--- src/rtl/calibration_pkg.sv ---
// Shared types and sizing helpers for calibration_sequencer and calibration_manager.
package calibration_pkg;

    typedef enum logic [2:0] {
        IDLE,
        WAIT_DISPLAY,
        WAIT_SETTLE,
        SWEEP,
        DRAIN,
        ADVANCE,
        DONE
    } cal_seq_state_t;

    // Pixel intensity above which calibration_manager treats an LED as lit.
    localparam logic [15:0] CAL_PIXEL_THRESHOLD = 16'd200;

    function automatic int unsigned cal_table_counter_width(input int unsigned pixels);
        return (pixels > 1) ? $clog2(pixels) : 1;
    endfunction

endpackage

--- src/rtl/fb_sweep_pipe.sv ---
// Frame-buffer sweep: pixel address counter, read-latency delay line and
// output register aligning address with returned pixel data.
module fb_sweep_pipe #(
    parameter int unsigned NUM_PIXELS   = 8,
    parameter int unsigned READ_LATENCY = 2,
    parameter int unsigned AW           = 3
) (
    input  logic          clk,
    input  logic          rst_n,
    input  logic          sweep_en,
    input  logic          squash,
    input  logic [15:0]   fb_read_data,
    output logic [AW-1:0] fb_read_addr,
    output logic          last_c,
    output logic [AW-1:0] out_addr,
    output logic [15:0]   out_data,
    output logic          out_valid
);

    logic [AW-1:0]           pix_q, pix_d;
    logic [READ_LATENCY-1:0] vld_q, vld_d;
    logic [AW-1:0]           addr_q [READ_LATENCY];
    logic [AW-1:0]           addr_d [READ_LATENCY];
    logic [AW-1:0]           out_addr_q, out_addr_d;
    logic [15:0]             out_data_q, out_data_d;
    logic                    out_valid_q, out_valid_d;

    assign last_c       = sweep_en && (pix_q == AW'(NUM_PIXELS - 1));
    assign fb_read_addr = pix_q;
    assign out_addr     = out_addr_q;
    assign out_data     = out_data_q;
    assign out_valid    = out_valid_q;

    // Counter parks at 0 outside a sweep, so it never runs past the last pixel.
    always_comb begin
        pix_d     = (sweep_en && !last_c && !squash) ? pix_q + AW'(1) : '0;
        vld_d[0]  = sweep_en;
        addr_d[0] = pix_q;
        for (int i = 1; i < READ_LATENCY; i++) begin
            vld_d[i]  = vld_q[i-1];
            addr_d[i] = addr_q[i-1];
        end
        if (squash) begin
            vld_d = '0;
        end
        out_valid_d = vld_q[READ_LATENCY-1] && !squash;
        out_addr_d  = out_addr_q;
        out_data_d  = out_data_q;
        if (vld_q[READ_LATENCY-1]) begin
            out_addr_d = addr_q[READ_LATENCY-1];
            out_data_d = fb_read_data;
        end
    end

    always_ff @(posedge clk or negedge rst_n) begin
        if (!rst_n) begin
            pix_q       <= '0;
            vld_q       <= '0;
            out_addr_q  <= '0;
            out_data_q  <= '0;
            out_valid_q <= 1'b0;
            for (int i = 0; i < READ_LATENCY; i++) begin
                addr_q[i] <= '0;
            end
        end else begin
            pix_q       <= pix_d;
            vld_q       <= vld_d;
            out_addr_q  <= out_addr_d;
            out_data_q  <= out_data_d;
            out_valid_q <= out_valid_d;
            for (int i = 0; i < READ_LATENCY; i++) begin
                addr_q[i] <= addr_d[i];
            end
        end
    end

endmodule

--- src/rtl/calibration_sequencer.sv ---
// Drives the bit-serial LED identification sweep feeding calibration_manager.
// Optional watchdog on the display/settle waits: define CAL_SEQ_TIMEOUT_EN.
module calibration_sequencer
    import calibration_pkg::*;
#(
    parameter int unsigned NUM_LEDS                = 50,
    parameter int unsigned NUM_FRAME_BUFFER_PIXELS = 360*180,
    parameter int unsigned SETTLE_FRAMES           = 2,
    parameter int unsigned FB_READ_LATENCY         = 2,
`ifdef CAL_SEQ_TIMEOUT_EN
    parameter int unsigned TIMEOUT_CYCLES          = 2**24,
`endif
    localparam int unsigned LED_ADDRESS_WIDTH       = $clog2(NUM_LEDS),
    localparam int unsigned CAL_TABLE_COUNTER_WIDTH = cal_table_counter_width(NUM_FRAME_BUFFER_PIXELS)
) (
    input  logic                               clk,
    input  logic                               rst_n,
    input  logic                               start,
    input  logic                               abort,
    input  logic                               displayed_frame_valid,
    input  logic                               camera_frame_done,
    output logic [CAL_TABLE_COUNTER_WIDTH-1:0] fb_read_addr,
    input  logic [15:0]                        fb_read_data,
    output logic                               increment_id,
    output logic                               calibration_on,
    output logic [CAL_TABLE_COUNTER_WIDTH-1:0] frame_buffer_in_address,
    output logic [15:0]                        frame_buffer_data,
    output logic                               use_this_frame_address_and_data,
    output logic                               busy,
    output logic                               done,
`ifdef CAL_SEQ_TIMEOUT_EN
    output logic                               timeout_err,
`endif
    output logic [LED_ADDRESS_WIDTH:0]         bit_index
);

    localparam int unsigned NUM_BITS     = LED_ADDRESS_WIDTH + 1;
    localparam int unsigned BW           = LED_ADDRESS_WIDTH + 1;
    localparam int unsigned SCW          = $clog2(SETTLE_FRAMES + 1);
    localparam int unsigned DRAIN_CYCLES = FB_READ_LATENCY + 3;
    localparam int unsigned DCW          = $clog2(DRAIN_CYCLES + 1);

    cal_seq_state_t state_q, state_d;
    logic [SCW-1:0] settle_q, settle_d;
    logic [DCW-1:0] drain_q, drain_d;
    logic [BW-1:0]  bit_index_q, bit_index_d;
    logic           busy_q, busy_d, cal_on_q, cal_on_d;
    logic           inc_q, inc_d, done_q, done_d;
    logic           abort_now, sweep_en, sweep_last;

`ifdef CAL_SEQ_TIMEOUT_EN
    localparam int unsigned WDW = $clog2(TIMEOUT_CYCLES + 1);
    logic [WDW-1:0] wd_q, wd_d;
    logic           timeout_err_q, timeout_err_d;
    logic           in_wait, wd_expired;

    assign in_wait     = (state_q == WAIT_DISPLAY) || (state_q == WAIT_SETTLE);
    assign wd_expired  = in_wait && (wd_q == WDW'(TIMEOUT_CYCLES - 1));
    assign abort_now   = (abort || wd_expired) && (state_q != IDLE);
    assign timeout_err = timeout_err_q;

    // Watchdog restarts on every state change; sticky error cleared by an accepted start.
    always_comb begin
        wd_d          = (in_wait && state_d == state_q) ? wd_q + WDW'(1) : '0;
        timeout_err_d = timeout_err_q;
        if (wd_expired) begin
            timeout_err_d = 1'b1;
        end else if (state_q == IDLE && start && !abort) begin
            timeout_err_d = 1'b0;
        end
    end

    always_ff @(posedge clk or negedge rst_n) begin
        if (!rst_n) begin
            wd_q          <= '0;
            timeout_err_q <= 1'b0;
        end else begin
            wd_q          <= wd_d;
            timeout_err_q <= timeout_err_d;
        end
    end
`else
    assign abort_now = abort && (state_q != IDLE);
`endif

    assign sweep_en = (state_q == SWEEP);

    fb_sweep_pipe #(
        .NUM_PIXELS   (NUM_FRAME_BUFFER_PIXELS),
        .READ_LATENCY (FB_READ_LATENCY),
        .AW           (CAL_TABLE_COUNTER_WIDTH)
    ) u_sweep_pipe (
        .clk          (clk),
        .rst_n        (rst_n),
        .sweep_en     (sweep_en),
        .squash       (abort_now),
        .fb_read_data (fb_read_data),
        .fb_read_addr (fb_read_addr),
        .last_c       (sweep_last),
        .out_addr     (frame_buffer_in_address),
        .out_data     (frame_buffer_data),
        .out_valid    (use_this_frame_address_and_data)
    );

    // Next state; outputs are registered from the state being entered.
    always_comb begin
        state_d     = state_q;
        bit_index_d = bit_index_q;
        settle_d    = '0;
        drain_d     = '0;
        case (state_q)
            IDLE: begin
                if (start && !abort) begin
                    state_d     = WAIT_DISPLAY;
                    bit_index_d = '0;
                end
            end
            WAIT_DISPLAY: begin
                if (displayed_frame_valid) state_d = WAIT_SETTLE;
            end
            WAIT_SETTLE: begin
                settle_d = settle_q + SCW'(camera_frame_done);
                if (camera_frame_done && settle_q == SCW'(SETTLE_FRAMES - 1)) state_d = SWEEP;
            end
            SWEEP: begin
                if (sweep_last) state_d = DRAIN;
            end
            DRAIN: begin
                drain_d = drain_q + DCW'(1);
                if (drain_q == DCW'(DRAIN_CYCLES - 1)) state_d = ADVANCE;
            end
            ADVANCE: begin
                if (bit_index_q == BW'(NUM_BITS - 1)) begin
                    state_d = DONE;
                end else begin
                    bit_index_d = bit_index_q + BW'(1);
                    state_d     = WAIT_DISPLAY;
                end
            end
            DONE:    state_d = IDLE;
            default: state_d = IDLE;
        endcase
        if (abort_now) state_d = IDLE;
        if (state_d == IDLE) bit_index_d = '0;
        busy_d   = (state_d != IDLE);
        cal_on_d = (state_d != IDLE) && (state_d != DONE);
        inc_d    = (state_d == ADVANCE);
        done_d   = (state_d == DONE);
    end

    always_ff @(posedge clk or negedge rst_n) begin
        if (!rst_n) begin
            state_q     <= IDLE;
            settle_q    <= '0;
            drain_q     <= '0;
            bit_index_q <= '0;
            busy_q      <= 1'b0;
            cal_on_q    <= 1'b0;
            inc_q       <= 1'b0;
            done_q      <= 1'b0;
        end else begin
            state_q     <= state_d;
            settle_q    <= settle_d;
            drain_q     <= drain_d;
            bit_index_q <= bit_index_d;
            busy_q      <= busy_d;
            cal_on_q    <= cal_on_d;
            inc_q       <= inc_d;
            done_q      <= done_d;
        end
    end

    assign busy           = busy_q;
    assign calibration_on = cal_on_q;
    assign increment_id   = inc_q;
    assign done           = done_q;
    assign bit_index      = bit_index_q;

endmodule

--- config.mk ---
export PLATFORM = sky130hd
export DESIGN_NAME = calibration_sequencer
export DESIGN_NICKNAME = d
export VERILOG_FILES = /design/src/rtl/calibration_pkg.sv /design/src/rtl/fb_sweep_pipe.sv /design/src/rtl/calibration_sequencer.sv
export SDC_FILE = /design/constraint.sdc
export NUM_CORES = 1
export LEC_CHECK = 0
export CORE_UTILIZATION = 46
export DETAILED_ROUTE_END_ITERATION = 10
export PLACE_DENSITY = 0.76
export SLEW_MARGIN = 20
export SYNTH_ARGS = -nofsm -noshare
export SYNTH_HDL_FRONTEND = slang
export SYNTH_SLANG_ARGS = --single-unit
export TNS_END_PERCENT = 5
--- constraint.sdc ---
create_clock -name clk -period 1.8 [get_ports clk]
set_clock_uncertainty 0.2 [all_clocks]
set_input_delay 0.27 -clock clk [delete_from_list [all_inputs] [get_ports clk]]
set_output_delay 0.27 -clock clk [all_outputs]
set_load 0.03 [all_outputs]
==> impl_results.md, run 1 <==
* Status: complete, but fails checks
* Failing checks: setup timing
* Fmax at ~510 MHz
* Row count at 33
* Fin. Hold Viols at 0
* Max-slew violation count at 0
* Average size of a mapped cell at 13.42 µm²
* Data required, critical path at 1880 ps
* PwrDens at 1096 mW/mm²
* Metal2 WL at 3684 µm
* Ant. Diodes at 0
* Clk Latency, worst-skew pair at between 300 and 400 ps
* Area share of the largest cell type after synthesis at 0.6383
* DRT iter0 DRCs at 65
* CTS tree: yes
* Remaining Overflow, GRT at 0
* Final TNS setup at -1237 ps
* Worst slew margin at 0.7563
* Tmin final at ~2000 ps
* Vias at 2563
* Share of layout cells above drive strength 1 at 0.2906
* Mapped cell area at around 0.004 mm²
* Crit Path Max Fanout at 8
* Max_cap viols at 0
* Internal at 4.053 mW
* Drt pass-1 iters at 4
* H-tree levels at 3
* Core area at 0.008299 mm²
* Height of the chip at 95.24 µm
* Peak supply drop at approximately 0.00054 V
* WL met3 at 396 µm
* Setup slack, reg-to-reg at -160 ps
* Post-synthesis sequential area ratio at 0.6383
* Final Cell Area at 0.005331 mm²
* Synth warnings at 0
* Fraction of registers with async set/reset at 1.000
* Clock network fraction of design power at 0.268
* Combinational power share at 0.276
* Biggest area consumer among synthesized cells: dfrtp_1
* DRC at 0
* DPL Wire Length at 5403 µm
* Met1 WL at 3345 µm
* First-pass GRT wire length at between 10000 and 15000 µm
* Sequential share of power at 0.456
* Clock sinks at 102
* Vias in the first global route at between 2000 and 3000
* Initial antenna violation count at 0
* Worst Setup End Kind: flip-flop
* RSZ-0062 raised after global routing: yes
* Slew @ Worst Pin at 367.0 ps
* Library cells used by synthesis at 43
* Nets at 436
* GP Congestion at 0.8054
* Routed len/inst at between 10 and 15 µm
* Total power at 5.842 mW
* CP arrival at 2040 ps
* Top sig layer: met4
* I/O pins at 82
* Hold WC Path Type: in2async
* Final Core Density at 0.6424
* Root buf cell: clkbuf_8
* Post-placement cell area at 0.005124 mm²
* Post-DRT Antenna Nets at 0
* Layout area overhead at 33.32%
* Sw Ratio at 0.3063
* Top cells by area, synth: dfrtp_1 64%, mux2_2 9.0%, buf_4 3.2%
* Yosys reg bits at 102
* Post-synth EDFFs at 0
* Die area at 0.009070 mm²
* Final period utilization at 1.087
* Setup violations, final at 11
* Routed wire length at 7566 µm
* Largest net degree at the start of global routing at 36
* Pleak at 2.729 nW
* Sw power at 1.789 mW
* CTS Buf Count at 9
* Net Count, Synth at about 330
* Cells after Synth at approximately 300
* GRT Resource Usage Total at 0.1812
* Synth Flop Type: dfrtp_1
* Crit start category: flip-flop
* Max Buffers Root-to-Sink at 2
* Worst-path clk slew at 100 ps
* Critical path class: reg2reg
* PnR worst setup slack at -156.6 ps
* Die width at approximately 95 µm
* Vias per cell at 4.948
* Input/output buffers at 81
* Initial Utilization at 0.4818
* Worst R2R Path Depth at 7
## path summary, 6_finish.rpt
path                                                   start                                    end
setup / recovery                    bit_index[0]$_DFFE_PN0P_               bit_index[4]$_DFFE_PN0P_
hold / removal                                         rst_n       u_sweep_pipe.addr_d[7]$_DFF_PN0_
setup reg to reg                    bit_index[0]$_DFFE_PN0P_               bit_index[4]$_DFFE_PN0P_
hold reg to reg            u_sweep_pipe.addr_d[14]$_DFF_PN0_      u_sweep_pipe.addr_q[14]$_DFF_PN0_
max in group asynchronous                              rst_n  u_sweep_pipe.out_data[11]$_DFFE_PN0P_
min in group clk           u_sweep_pipe.addr_d[14]$_DFF_PN0_      u_sweep_pipe.addr_q[14]$_DFF_PN0_
## critical path, cell delays in order (launching register included)
cell      delay, ps
dfrtp_2         420
inv_2            60
ha_1            130
and4bb_2        290
nand2_1          70
a211o_1         290
a31o_4          290
nor3_2          130
## cell usage after synthesis, drive strengths merged, types with 3 or more instances
master,n
xnor2,7
nor3,6
and2,5
nor2,26
xor2,13
nand2b,3
dfrtp,102
ha,6
o21ai,6
a21oi,6
and4,3
nand4,6
inv,8
and3,5
or3b,3
clkbuf,5
nand3,3
mux2,32
nand2,10
buf,20
## sequential cells by signal, indices dropped and copies added (netlist names), 2 cells and up
register,flops
drain_q,3
state_q,3
u_sweep_pipe.vld_q,2
u_sweep_pipe.out_addr,16
bit_index,7
u_sweep_pipe.addr_q,16
settle_q,2
u_sweep_pipe.fb_read_addr,16
u_sweep_pipe.out_data,16
u_sweep_pipe.addr_d,16
## area by class of cell
class                      count  area, µm²
multi-input combinational    163       1310
inverter                       8      30.03
fill                         633       2968
tap                          105      131.4
clock inverter                 5      82.58
clock buffer                  11      141.4
timing repair buffer         124       1080
sequential                   102       2556
## power groups by stage
stage	clock (mW)	sequential, mW	combinational, mW
5_1_grt	1.71	2.70	1.73
6_report	1.57	2.67	1.61
4_1_cts	1.60	2.67	1.61
2_1_floorplan	0	3.11	0.571
3_3_place_gp	0	2.71	1.70
3_5_place_dp	0	2.73	1.72
## layer usage
| layer | global-route usage | vias to the layer above |
|---|---|---|
| li1 | - | 1211 |
| met1 | 0.2362 | 1274 |
| met2 | 0.2899 | 65 |
| met3 | 0.04705 | 13 |
| met4 | 0.07071 | 0 |
| met5 | 0 | - |
## stage by stage
step | hold slack [ps] | worst slack [ps] | instances
finish | 101.3 | -156.6 | 518
global route | 111.5 | -245.4 | 518
CTS | 88.57 | -169.5 | 517
detailed placement | -58.61 | -222.8 | 500
global placement | -60.59 | -155.7 | 500
floorplan | -225.6 | -162.3 | 298
## placed cells by master, fill, tap and decap left out, types with 3 or more instances in the layout
master,synthesis,final
dlygate4sd2_1,0,59
a21oi_1,6,4
dfrtp_2,0,3
clkbuf_8,0,10
inv_1,8,5
xor2_1,13,13
buf_4,17,41
clkdlybuf4s50_1,0,20
nor3_2,4,4
inv_2,0,3
nor2_1,26,24
o21ai_0,6,5
and2_1,5,5
dfrtp_1,102,99
nand2b_1,3,3
nand2_1,10,8
and4_1,3,3
and3_1,5,5
xnor2_1,7,7
nand4_1,6,6
ha_1,6,6
mux2_2,32,32
## what timing repair did
action                                  CTS  global route
endpoints found under the setup margin   85            27
endpoints found under the hold margin   102             0
resized for setup                        67            10
pin swaps                                 4             2
cloned                                    0             0
hold buffers                              1             0
setup buffers                             0             1
## cell families after synthesis
kind of cell,Yosys count,synth area share
buf+inv,33,0.04787
flops,102,0.6383
xor+xnor,20,0.04381
compound gates,22,0.04005
simple gates,81,0.1161
fa+ha+maj,6,0.01877
mux,34,0.09512
Power figures use the tool's default switching activity.
==> run 2, diff against run 1 <==
--- a/config.mk
+++ b/config.mk
@@ -5,6 +5,8 @@
 export SDC_FILE = /design/constraint.sdc
 export NUM_CORES = 1
 export LEC_CHECK = 0
+export CORE_ASPECT_RATIO = 0.5
+export CORE_MARGIN = 1.5
 export CORE_UTILIZATION = 46
 export DETAILED_ROUTE_END_ITERATION = 10
 export PLACE_DENSITY = 0.76
==> impl_results.md, run 2 (same netlist as run 1, synthesis figures left out) <==
* Status: complete, but fails checks
* Failing checks: setup timing
* Buffers & Inverters on Critical Path at 1 (unchanged)
* Crit Path Max Fanout at 8 (unchanged)
* Pleak at 2.728 nW (about the same)
* Remaining Overflow, GRT at 0 (unchanged)
* Row count at 23 (-30%)
* Hold WC Path Type: in2async
* Worst-path clk slew at 70 ps (-30 ps)
* Die width at 134.9 µm (+42%)
* Max Buffers Root-to-Sink at 2 (unchanged)
* Reg2reg start: bit_index[0]$_DFFE_PN0P_
* Vias per cell at 4.894 (-1.1%)
* Hold Slack at 134.3 ps (+33.00 ps)
* WP depth at 7 (unchanged)
* CTS tree: yes
* Crit start category: flip-flop
* I/O pins at 82 (unchanged)
* Top delay family on crit path: compound AO/OA/AOI/OAI gates
* Routed wire length at 7749 µm (+2.4%)
* Core area at 0.008202 mm² (-1.2%)
* Vias at 2550 (-0.51%)
* Peak supply drop at 0.0006038 V (+13%)
* Setup violations, final at 16 (+5)
* Nets at 432 (-0.92%)
* CTS Buf Count at 9 (unchanged)
* Worst slack, placed at -234.2 ps (-11.36 ps)
* Reg-to-Reg End: bit_index[0]$_DFFE_PN0P_
* Critical path class: reg2reg
* Slew @ Worst Pin at 403.6 ps (+36.61 ps)
* Tmin final at 1973 ps (+15.95 ps)
* Routed len/inst at 14.87 µm (+1.8%)
* Initial antenna violation count at 0 (unchanged)
* Vias in the first global route at 2574 (-3.2%)
* Final Cell Area at 0.005360 mm² (+0.54%)
* Largest net degree at the start of global routing at 68 (+89%)
* CP max stage cell: dfrtp_2
* Die area at 0.009296 mm² (+2.5%)
* Total power at 6.044 mW (+3.5%)
* First-pass GRT wire length at 12520 µm (+1.1%)
* Clk Latency, worst-skew pair at 350 ps (about the same)
* Data required, critical path at 1870 ps (about the same)
* Worst slew margin at 0.7287 (-0.02768)
* DRC at 0 (unchanged)
* Input/output buffers at 81 (unchanged)
* Worst R2R Path Depth at 7 (unchanged)
* Max_cap viols at 0 (unchanged)
* PnR worst setup slack at -172.5 ps (-15.95 ps)
* Final period utilization at 1.096 (+0.008863)
* DRT iter0 DRCs at 103 (+58%)
* Root buf cell: clkbuf_16
* DPL Wire Length at 5443 µm (+0.73%)
* Setup slack, reg-to-reg at -170 ps (-20 ps)
* CP arrival at 2050 ps (about the same)
* Initial Utilization at 0.4876 (+0.005734)
* Drt pass-1 iters at 4 (unchanged)
* Final Core Density at 0.6535 (+0.01115)
* Height of the chip at 68.93 µm (-28%)
* GRT Resource Usage Total at 0.1809 (-0.0002987)
* GP Congestion at 0.7553 (-6.2%)
* Cells after DPL at 502 (+0.40%)
* PwrDens at 1128 mW/mm² (+2.9%)
* Share of layout cells above drive strength 1 at 0.2665 (-0.02405)
* Layout Cells excl Fill at 521 (+0.58%)
* RSZ-0062 raised after global routing: yes
* Max stage delay on crit path at 410 ps (about the same)
* Post-placement cell area at 0.005107 mm² (-0.32%)
* Final TNS setup at -1539 ps (-301.7 ps)
* Clock sinks at 102 (unchanged)
* Layout area overhead at 34.04%
* Fmax at 507.0 MHz (-0.81%)
* Worst Setup End Kind: flip-flop
* Most frequent cells in the layout: 100 x dfrtp_1, 60 x dlygate4sd2_1, 36 x buf_4
* Max-slew violation count at 0 (unchanged)
* Worst-path cell chain: inv_2 > ha_1 > and4bb_2 > nand2_1 > a211o_1 > a31o_4 > nor2_1
* H-tree levels at 3 (unchanged)
* Post-DRT Antenna Nets at 0 (unchanged)
* Ant. Diodes at 0 (unchanged)
* Commonest non-fill, non-tap cell in the layout: dfrtp_1
* Fin. Hold Viols at 0 (unchanged)
==> run 2: repair_timing <==
| action | in CTS | in global routing |
|---|---|---|
| hold buffers | 1 | 0 |
| pin swaps | 3 | 3 |
| endpoints found under the setup margin | 85 | 28 |
| buffers inserted | 1 | 1 |
| gates resized for setup | 64 | 3 |
| endpoints found under the hold margin | 102 | 0 |
==> run 2: worst register-to-register path, cell delays in order (launching register included) <==
cell	delay, ps
dfrtp_2	410
inv_2	60
ha_1	130
and4bb_2	290
nand2_1	80
a211o_1	310
a31o_4	290
nor2_1	130
==> run 2: cell type report <==
cell class / count / area (µm²)
Clock buffer: 11 / 232.7
Clock inverter: 5 / 43.79
Fill cell: 619 / 2841
Inverter: 8 / 30.03
Multi-Input combinational cell: 163 / 1292
Sequential cell: 102 / 2555
Tap cell: 112 / 140.1
Timing Repair Buffer: 120 / 1066
==> run 2: how the worst max path moves through the flow <==
stage / start / to / slack, ps
final: bit_index[0]$_DFFE_PN0P_ / bit_index[0]$_DFFE_PN0P_ / -170
after global routing: bit_index[0]$_DFFE_PN0P_ / bit_index[0]$_DFFE_PN0P_ / -250
after CTS: bit_index[0]$_DFFE_PN0P_ / bit_index[0]$_DFFE_PN0P_ / -190
after detailed placement: abort / bit_index[5]$_DFFE_PN0P_ / -230
after global placement: abort / bit_index[5]$_DFFE_PN0P_ / -150
after floorplan: bit_index[0]$_DFFE_PN0P_ / bit_index[6]$_DFFE_PN0P_ / -160
==> run 2: per-layer routing <==
layer,track usage,up-vias,routed length [µm]
li1,-,1211,-
met5,0,-,0
met4,0.08468,0,115
met2,0.3135,52,3886
met1,0.2204,1276,3389
met3,0.04459,11,358
==> run 2: report_power, final <==
| part | switching (mW) | total [mW] | internal [mW] | leakage, nW |
|---|---|---|---|---|
| logic | 0.905 | 1.57 | 0.667 | 1.21 |
| clock network | 0.830 | 1.78 | 0.954 | 0.128 |
| registers | 0.147 | 2.69 | 2.54 | 1.39 |
==> run 3, diff against run 2 <==
--- a/config.mk
+++ b/config.mk
@@ -6,7 +6,7 @@
 export NUM_CORES = 1
 export LEC_CHECK = 0
 export CORE_ASPECT_RATIO = 0.5
-export CORE_MARGIN = 1.5
+export CORE_MARGIN = 2
 export CORE_UTILIZATION = 46
 export DETAILED_ROUTE_END_ITERATION = 10
 export PLACE_DENSITY = 0.76
==> impl_results.md, run 3 (same netlist as run 1, synthesis figures left out) <==
* Status: complete, but fails checks
* Failing checks: setup timing
* Layout Cells excl Fill at 520 (-0.19%)
* Total power at 6.268 mW (+3.7%)
* Ant. Diodes at 0 (unchanged)
* DPL Wire Length at 5794 µm (+6.5%)
* Hold WC Path Type: reg2reg
* Share of layout cells above drive strength 1 at 0.2696 (+0.003104)
* Multi-input logic area at 0.001310 mm² (+1.4%)
* Worst Setup End Kind: flip-flop
* Worst-path clk slew at 70 ps (about the same)
* Remaining Overflow, GRT at 0 (unchanged)
* H-tree levels at 3 (unchanged)
* Final period utilization at 1.094 (-0.001833)
* Root buf cell: clkbuf_16
* Vias at 2555 (+0.20%)
* Tmin final at 1969 ps (-3.300 ps)
* Input/output buffers at 81 (unchanged)
* Critical path class: reg2reg
* Pleak at 2.742 nW (+0.55%)
* DRT iter0 DRCs at 139 (+35%)
* Layout area overhead at 34.82%
* Worst slew margin at 0.6935 (-0.03515)
* Vias per cell at 4.913 (+0.39%)
* Commonest non-fill, non-tap cell in the layout: dfrtp_1
* CTS tree: yes
* Nets at 431 (-0.23%)
* Max_cap viols at 0 (unchanged)
* CP arrival at 2040 ps (about the same)
* Core area at 0.008202 mm² (unchanged)
* Post-DRT Antenna Nets at 0 (unchanged)
* I/O pins at 82 (unchanged)
* Fmax at 507.8 MHz (+0.17%)
* PnR worst setup slack at -169.2 ps (+3.300 ps)
* DRC at 0 (unchanged)
* Drt pass-1 iters at 4 (unchanged)
* First-pass GRT wire length at 13450 µm (+7.4%)
* Row count at 23 (unchanged)
* Die width at 135.9 µm (+0.74%)
* Height of the chip at 69.93 µm (+1.5%)
* RSZ-0062 raised after global routing: yes
* Max-slew violation count at 0 (unchanged)
* Routed wire length at 8093 µm (+4.4%)
* Largest net degree at the start of global routing at 32 (-53%)
* GRT Resource Usage Total at 0.1854 (+0.004540)
* Clk Latency, worst-skew pair at 340 ps (about the same)
* Fin. Hold Viols at 0 (unchanged)
* Worst slack, placed at -236.1 ps (-1.987 ps)
* # fillers at 623 (+0.65%)
* Max Buffers Root-to-Sink at 2 (unchanged)
* PwrDens at 1163 mW/mm² (+3.1%)
* Data required, critical path at 1870 ps (about the same)
* Initial antenna violation count at 0 (unchanged)
* GP Congestion at 0.8390 (+11%)
* Cells after DPL at 502 (unchanged)
* Register area at 0.002556 mm² (about the same)
* Vias in the first global route at 2716 (+5.5%)
* Setup violations, final at 11 (-5)
* Routed len/inst at 15.56 µm (+4.6%)
* Clock sinks at 102 (unchanged)
* Crit Path Max Fanout at 8 (unchanged)
* Slew @ Worst Pin at 455.8 ps (+52.28 ps)
* Most frequent cells in the layout: 99 x dfrtp_1, 60 x dlygate4sd2_1, 36 x buf_4
* Initial Utilization at 0.4876 (unchanged)
* Peak supply drop at 0.0006743 V (+12%)
* Crit start category: flip-flop
* CTS Buf Count at 9 (unchanged)
* Die area at 0.009500 mm² (+2.2%)
## run 3: worst max-delay path: stages, from the launching register on
cell and delay (ps):
dfrtp_2 410, inv_2 60, ha_1 130, and4bb_2 290, nand2_1 70, a211o_1 320, a31o_4 300, nor2b_1 120
## run 3: cell type report
cell class	count	area share
sequential	102	0.4741
multi-input combinational	163	0.2430
timing repair buffer	119	0.1940
clock buffer	11	0.04502
tap	112	0.02599
clock inverter	5	0.01230
inverter	8	0.005570
## run 3: what timing repair did
action                     4_1_cts  5_1_grt
resized for setup               65        8
hold endpoints to repair        25        0
buffers inserted                 0        1
hold buffers                     1        0
setup endpoints to repair       86       27
pin swaps                        2        4
## run 3: report_power, final
group / total (mW) / internal (mW) / switching [mW]
clock network: 1.97 / 1.13 / 0.836
registers: 2.67 / 2.54 / 0.128
logic: 1.63 / 0.681 / 0.950
total: 6.27 / 4.35 / 1.91
## run 3: routing by layer
layer | share of wire | vias up | global-route usage
li1 | - | 1208 | -
met3 | 0.053 | 11 | 0.05664
met5 | 0 | - | 0
met4 | 0.0095 | 0 | 0.06019
met2 | 0.53 | 68 | 0.3277
met1 | 0.41 | 1268 | 0.2169
## run 3: metrics by stage
stage | hold slack, ps | setup TNS, ps | util | cell area [µm²]
detailed placement | 10.08 | -2945 | 0.6212 | 5095
global placement | 0.3211 | -1892 | 0.6212 | 5095
finish | 143.6 | -1345 | 0.6574 | 5391
global route | 150.5 | -2956 | 0.6574 | 5391
floorplan | -225.6 | -1623 | - | 4013
CTS | 145.3 | -1263 | 0.6535 | 5360
## run 3: path summary, 6_finish.rpt
path	slack (ps)	endpoint	depth (start not counted)	from
setup / recovery	-170	bit_index[6]$_DFFE_PN0P_	7	bit_index[0]$_DFFE_PN0P_
hold / removal	140	u_sweep_pipe.addr_q[2]$_DFF_PN0_	0	u_sweep_pipe.addr_d[2]$_DFF_PN0_
setup reg to reg	-170	bit_index[6]$_DFFE_PN0P_	7	bit_index[0]$_DFFE_PN0P_
hold reg to reg	140	u_sweep_pipe.addr_q[2]$_DFF_PN0_	0	u_sweep_pipe.addr_d[2]$_DFF_PN0_
max in group asynchronous	610	u_sweep_pipe.out_addr[7]$_DFFE_PN0P_	3	rst_n
min in group asynchronous	170	u_sweep_pipe.addr_q[13]$_DFF_PN0_	2	rst_n
